==> config.mk <==
export PLATFORM = sky130hd
export DESIGN_NAME = keypad_scan_ctrl
export DESIGN_NICKNAME = d
export VERILOG_FILES = /design/src/rtl/keypad_scan_ctrl.sv
export SDC_FILE = /design/constraint.sdc
export NUM_CORES = 1
export LEC_CHECK = 0
export BUFFER_PORTS_ARGS = -buffer_cell sky130_fd_sc_hd__buf_4
export CORE_ASPECT_RATIO = 1.2
export CORE_MARGIN = 8
export CORE_UTILIZATION = 42
export CTS_CLUSTER_SIZE = 10
export DETAILED_ROUTE_END_ITERATION = 7
export PLACE_DENSITY = 0.68
export SLEW_MARGIN = 20
export SYNTH_ARGS = -nofsm -noshare
export SYNTH_HDL_FRONTEND = slang
export SYNTH_SLANG_ARGS = --single-unit
==> constraint.sdc <==
create_clock -name clk -period 7.15 [get_ports clk]
set_input_delay 1.43 -clock clk [delete_from_list [all_inputs] [get_ports clk]]
set_output_delay 1.43 -clock clk [all_outputs]
set_load 0.005 [all_outputs]
==> src/rtl/keypad_scan_ctrl.sv <==
// keypad_scan_ctrl: scans N_KEYS raw key lines with one shared stability
// counter. Each press goes through synchronise, qualify (STABLE), emit and
// release-wait (HOLD), and yields one code with a single-cycle valid strobe.
//
// Output handshake: valid is a one-cycle strobe with no back-pressure; the
// consumer must take code in the cycle valid is high. code then holds its
// value until the next accepted press. multi_err is an independent
// one-cycle strobe.
module keypad_scan_ctrl #(
  parameter int N_KEYS         = 10,
  parameter int CODE_W         = 4,
  parameter int STABLE_CYCLES  = 8,
  parameter int RELEASE_CYCLES = 8
) (
  input  logic              clk,
  input  logic              clear,
  input  logic [N_KEYS-1:0] keys,
  input  logic              enable,
  output logic [CODE_W-1:0] code,
  output logic              valid,
  output logic              busy,
  output logic              multi_err
);

  localparam int CNT_W = $clog2(STABLE_CYCLES);
  localparam int REL_W = (RELEASE_CYCLES > 1) ? $clog2(RELEASE_CYCLES) : 1;
  localparam int KC_W  = $clog2(N_KEYS + 1);

  localparam logic [CNT_W-1:0] CNT_LAST = CNT_W'(STABLE_CYCLES - 1);
  localparam logic [REL_W-1:0] REL_LAST = REL_W'(RELEASE_CYCLES - 1);

  typedef enum logic [1:0] {
    IDLE   = 2'd0,
    STABLE = 2'd1,
    EMIT   = 2'd2,
    HOLD   = 2'd3
  } state_t;

  state_t            state;
  logic [N_KEYS-1:0] s1;
  logic [N_KEYS-1:0] s2;
  logic [N_KEYS-1:0] ks;
  logic [CNT_W-1:0]  cnt;
  logic [REL_W-1:0]  rel;
  logic [CODE_W-1:0] cap;

  logic [KC_W-1:0]   key_count;
  logic [CODE_W-1:0] key_idx;
  logic              is_one;
  logic              is_multi;
  logic              cap_match;

  assign ks = s2;

  // Two-flop synchroniser for the asynchronous key lines.
  always_ff @(posedge clk or posedge clear) begin
    if (clear) begin
      s1 <= '0;
      s2 <= '0;
    end else begin
      s1 <= keys;
      s2 <= s1;
    end
  end

  // Decode the synchronised lines: how many are high, which one, and
  // whether they still equal exactly the captured key.
  always_comb begin
    key_count = '0;
    key_idx   = '0;
    for (int i = 0; i < N_KEYS; i++) begin
      if (ks[i]) begin
        key_count = key_count + 1'b1;
        key_idx   = CODE_W'(i);
      end
    end
    is_one    = (key_count == KC_W'(1));
    is_multi  = (key_count > KC_W'(1));
    cap_match = (ks == (N_KEYS'(1) << cap));
  end

  // Press sequencer: qualify, emit once, then wait for a clean release.
  always_ff @(posedge clk or posedge clear) begin
    if (clear) begin
      state     <= IDLE;
      cnt       <= '0;
      rel       <= '0;
      cap       <= '0;
      code      <= '0;
      valid     <= 1'b0;
      multi_err <= 1'b0;
    end else begin
      valid     <= 1'b0;
      multi_err <= 1'b0;
      case (state)
        IDLE: begin
          if (enable && is_one) begin
            cap   <= key_idx;
            cnt   <= CNT_W'(1);
            state <= STABLE;
          end else if (is_multi) begin
            // Reported even while disabled so the front panel fault is visible.
            multi_err <= 1'b1;
          end
        end
        STABLE: begin
          if (enable && cap_match) begin
            if (cnt == CNT_LAST) begin
              code  <= cap;
              valid <= 1'b1;
              state <= EMIT;
            end else begin
              cnt <= cnt + 1'b1;
            end
          end else begin
            // Bounce, a different key, extra keys or disable: start over.
            if (is_multi) begin
              multi_err <= 1'b1;
            end
            cnt   <= '0;
            state <= IDLE;
          end
        end
        EMIT: begin
          rel   <= '0;
          state <= HOLD;
        end
        HOLD: begin
          // Any key activity restarts the release window; a held key
          // never produces a second strobe.
          if (ks == '0) begin
            if (rel == REL_LAST) begin
              state <= IDLE;
            end else begin
              rel <= rel + 1'b1;
            end
          end else begin
            rel <= '0;
          end
        end
        default: state <= IDLE;
      endcase
    end
  end

  // busy is derived only from the state register.
  assign busy = (state != IDLE);

endmodule
Word level (Yosys, flattened, before mapping)
Cells that the tools add are included.
- output and inout port bits: 7
- input bits: 13
- register bits: 38
- multiplexer cells: 39
- order comparisons: 1
- shift operators: 1
- reductions and logical operators: 12
- equal/unequal tests: 13
- $add $sub $neg: 11
- operators by type and width (operator ; count):
    $mux W4 ; 17
    $add A4 B1 Y4 const B ; 9
    $mux W3 ; 5
    $pmux W3 S2 ; 2
    $eq A10 B10 Y1 ; 1
    $logic_not A10 Y1 ; 1
    $mux W2 ; 5
    $shl A1 B4 Y10 const A ; 1
    $ne A3 B3 Y1 const B ; 3
    $mux W1 ; 8
    $pmux W2 S4 ; 1
    $add A3 B1 Y3 const B ; 2
    $eq A3 B3 Y1 const B ; 2
    $ne A2 B2 Y1 const B ; 3
    $reduce_and A3 Y1 ; 2
    $reduce_bool A2 Y1 ; 3
    $eq A2 B2 Y1 const B ; 2
    $eq A4 B1 Y1 const B ; 1
    $gt A4 B1 Y1 const B ; 1
    $reduce_and A2 Y1 ; 2
    $reduce_and A4 Y1 ; 1
    $eq A2 B1 Y1 const B ; 1
    $logic_and A1 B1 Y1 ; 2
    $logic_not A2 Y1 ; 1
    $pmux W1 S2 ; 1

Logic depth before layout (Yosys ltp)
- word-level depth: 23
- gate-level depth with buffers: 28
- depth with buffers taken out: 28

Least setup slack after synthesis
Ideal clock, no wire load.
- kind: register -> register
- from: reg s2[0], in the netlist ks[0]
- to: reg cap[0]
- cell stages (with the launch flop): 29
- setup slack: 1.905 ns
- arrival time: 5.120 ns
- period minus slack after synthesis: 5.245 ns
- buffers on the path: 0
- path through: dfrtp_1 > inv_1 > ha_1 > xor2_1 > ha_1 > xnor2_1 > nand2_1 > o31ai_1 > xor2_1 > nand2_1 > o21ai_0 > ha_1 > inv_1 > a22o_1 > and2_1 > xnor2_1 > nand2_1 > o21ai_0 > ha_1 > nor2b_1 > o31a_1 > a31oi_1 > ha_1 > xnor2_1 > xor2_1 > a32o_1 > nand3_1 > nor4_4 > mux2_2
- cells in the longest elaborated chain, start to end: 22
- RTL lines (element ; RTL line ; text):
    start, declared ; 41 ; logic [N_KEYS-1:0] s2;
    start signal, assigned ; 59 ; s2 <= '0;
    start signal, assigned ; 62 ; s2 <= s1;
    $mux W1 (*) ; 72 ; if (ks[i]) begin
    $add A4 B1 Y4 ; 73 ; key_count = key_count + 1'b1;
    $mux W4 (*) ; 72 ;
    $add A4 B1 Y4 ; 73 ;
    $mux W4 (*) ; 72 ;
    $add A4 B1 Y4 ; 73 ;
    $mux W4 (*) ; 72 ;
    $add A4 B1 Y4 ; 73 ;
    [... 6 more ...] ; - ;
    $mux W4 (*) ; 72 ;
    $add A4 B1 Y4 ; 73 ;
    $mux W4 (*) ; 72 ;
    $add A4 B1 Y4 ; 73 ;
    $mux W4 (*) ; 72 ;
    $eq A4 B1 Y1 (*) ; 77 ; is_one = (key_count == KC_W'(1));
    $logic_and A1 B1 Y1 (*) ; 97 ; if (enable && is_one) begin
    $reduce_and A2 Y1 (no line) (*) ; - ;
    end signal, assigned ; 98 ; cap <= key_idx;
    end, declared ; 45 ; logic [CODE_W-1:0] cap;
Every way passes the cells marked *; elsewhere a longest branch is shown, timed or not.
A chain may end at the register's enable or synchronous reset.

Worst setup path after layout
- from: reg s2[1], in the netlist ks[1]
- to: reg cap[0]
- cells in the longest elaborated chain, start to end: 20
- RTL lines (element ; RTL line):
    $mux W4 ; 72
    $add A4 B1 Y4 ; 73
    $mux W4 ; 72
    $add A4 B1 Y4 ; 73
    $mux W4 ; 72
    $add A4 B1 Y4 ; 73
    $mux W4 ; 72
    $add A4 B1 Y4 ; 73
    [... 4 more ...] ; -
    $mux W4 ; 72
    $add A4 B1 Y4 ; 73
    $mux W4 ; 72
    $add A4 B1 Y4 ; 73
    $mux W4 ; 72
    $eq A4 B1 Y1 ; 77
    $logic_and A1 B1 Y1 ; 97
    $reduce_and A2 Y1 (no line) ; -
Parallel ways exist; a longest one is shown, timed or not.

==> results.cfg <==
[critical_path]
rrSetupSlack_ns = 1.25
max_stage_delay_ns = 0.45
cp.required_ns = 7.32
critPathKind = reg2reg
worstSetupEndpointType = flop
critPathMaxFanout = 7
slowest_stage = dfrtp_1
critPathArrivalTime_ns = 6.07
crit_path_start_kind = flop
crit_top_cell = ha_1

[clocking]
root_buffer = clkbuf_8
clock-sinks = 38
cts_made_buffers = 5
clk_pin_slew_ns = 0.07
worstSkewPairLatency_ns = 0.29
cts_resized = 0
cts_max_path_buffers = 2
cts_hold_buf = 0
ctsHtreeMaxLevel = 2
post_cts_buffers = 0
cts_tree = built

[timing]
setup_tns_ns = 0
worst_pin_slew_ns = 1.14
fin_crit_ns = 5.90
timing.final.crit_share = 0.825
fin_ws_ns = 1.25
grt_setup_unrepaired = false
slew_headroom = 0.233
max_clock_freq_mhz = 170
setup_viol = 0
finalHoldViolations = 0
drv_slew = 0
skew_ns = 0.00602

[grt]
grt_usage = 0.126
grt_first_pass_wirelength_um = 8890
antenna_found_initial = 0
grt_pass1_vias = 1919
grt_start_max_net_pins = 39
grt_overflow = 0

[power_and_ir_drop]
switching_share = 0.333
leakage_nw = 1.25
clkPwrFrac = 0.238
pwr-share-comb = 0.363
p_sw_uw = 194
p_total_uw = 582
seqPwrFrac = 0.399
cellPowerDensity_nw_per_um2 = 207
vdd_drop_max_mv = 0.130
p_int_uw = 388

[yosys]
synth.most_common_cell = dfrtp_1
syn-num-nets = 297
synthTopCellsByCount = 38 x dfrtp_1, 22 x nand2_1, 22 x nor2_1
synthFlopType = dfrtp_1
synth_cells = 269
ys_warn_count = 0
ys_top_cells_by_area = dfrtp_1 37%, ha_1 7.4%, xnor2_1 4.8%
synth.distinct_cells = 52
netlist_area_um2 = 2550
synth_top_area_cell = dfrtp_1
synth_seq_cells = 38
yosysSeqAreaShare = 0.373
synth.avg_cell_area_um2 = 9.48
synth_edf_count = 0
synthArstFlopShare = 1.00
synth_top_area_frac = 0.373

[routing]
met2_length_um = 2450
first_pass_iters = 4
drc = 0
wl_per_cell_um = 14.1
top_layer = met4
first_iter_violations = 92
wl_met3_um = 155
wl_met1_um = 2360
vias = 1928
vias_per_cell = 5.36
wl_um = 5090
final_antenna_net_count = 0

[die]
core_area_um2 = 5970
die_h_um = 101
rows = 31
die-width_um = 87.1
ios = 20
dieArea_um2 = 8830
start_util = 0.427

[cells_and_area]
syn_to_final_growth_pct = 10.1
drive_gt1_frac = 0.158
fill_cells = 578
nets = 306
layout.area.seq_um2 = 951
n_antenna_cell = 0
multi_input_area_um2 = 1470
post-route-util = 0.470

[min_path]
min_path_type = reg2reg

[placed_design]
place_ws_ns = 1.29
port_buffers = 19
dp_hpwl_um = 3720
globalplace.congestion = 0.852

[run]
drv_cap = 0

[run_status]
status = complete, no violations
[sequential cells by signal (all words and copies together), names as in the netlist, named ones only]
register and count:
ks 10, cap 4, valid 1, multi_err 1
code 4, rel 3, s1 10, cnt 3
state 1
[power by group through the flow]
| stage | registers [mW] | logic (mW) | clock network [mW] |
|---|---|---|---|
| 6_report | 0.232 | 0.211 | 0.139 |
| 5_1_grt | 0.233 | 0.239 | 0.154 |
| 4_1_cts | 0.232 | 0.212 | 0.145 |
| 3_5_place_dp | 0.236 | 0.210 | 0 |
| 3_3_place_gp | 0.236 | 0.206 | 0 |
| 2_1_floorplan | 0.227 | 0.182 | 0 |
[final cells by class]
| type | count | share of cell area |
|---|---|---|
| well taps | 82 | 0.0365 |
| clock buffers | 6 | 0.0258 |
| clock inverters | 1 | 0.00267 |
| repair buffers | 20 | 0.0535 |
| flip-flops and latches | 38 | 0.339 |
| multi-input cells | 199 | 0.524 |
| inverters | 14 | 0.0187 |
[through the flow]
stage,hold WS (ns),cell area (um2),cells
global placement,0.332,2730,353
detailed placement,0.336,2730,353
floorplan,0.331,2550,269
CTS,0.351,2810,360
global route,0.353,2810,360
finish,0.350,2810,360
[metal layers]
| metal | up-vias | track usage |
|---|---|---|
| met5 | - | 0 |
| li1 | 965 | - |
| met3 | 11 | 0.0195 |
| met1 | 915 | 0.155 |
| met4 | 0 | 0.0597 |
| met2 | 37 | 0.211 |
[critical path: cells and delay by family, from the launching register on]
family,cells,cell delay (ns)
simple gates,7,0.97
buf+inv,2,0.13
flops,1,0.45
xor+xnor,6,1.03
compound gates,7,1.25
fa+ha+maj,5,1.56
mux,1,0.38
[worst paths after layout]
check,from,to,depth (start not counted)
worst max-delay path,ks[1],cap[0],28
worst min-delay path,s1[4],ks[4],0
worst max register to register,ks[1],cap[0],28
worst min register to register,s1[4],ks[4],0
max in group asynchronous,clear,asynchronous set/reset pin,3
min in group asynchronous,clear,s1[7],3
[layout by cell type (no fill, tap or decap), types with 2 or more instances in the layout]
cell and n:
xnor3_2 3, nand2b_1 4, mux2_2 7, nor2_1 22, nand4_1 3, a32oi_1 4
inv_1 14, nand2_1 22, nor3b_1 5, nor3_1 5, xor2_1 8, nor4_1 3
a21oi_1 9, o311ai_0 2, or2_2 3, buf_4 20, mux2i_1 3, o21ai_0 11
xnor2_1 14, nor2b_1 4, o31a_1 2, clkbuf_8 5, and3_1 5, ha_1 15
o31ai_1 2, a311o_1 2, o22ai_1 5, nand3_1 6, and2_1 2, nand3b_1 3
a22o_1 5, dfrtp_1 38, a31oi_1 3
[logic make-up (layout without fill, tap and decap cells)]
group / after synthesis / after routing / synth area share
AOI/OAI and AO/OA: 54 / 54 / 0.148
xor gates and xnor gates: 27 / 27 / 0.120
adders and majority gates: 15 / 15 / 0.0736
buffers and inverters: 32 / 41 / 0.0505
DFF: 38 / 38 / 0.373
muxes: 10 / 10 / 0.0427
and+or+nand+nor: 93 / 93 / 0.193
No activity file was read; power rests on OpenSTA's default activity.
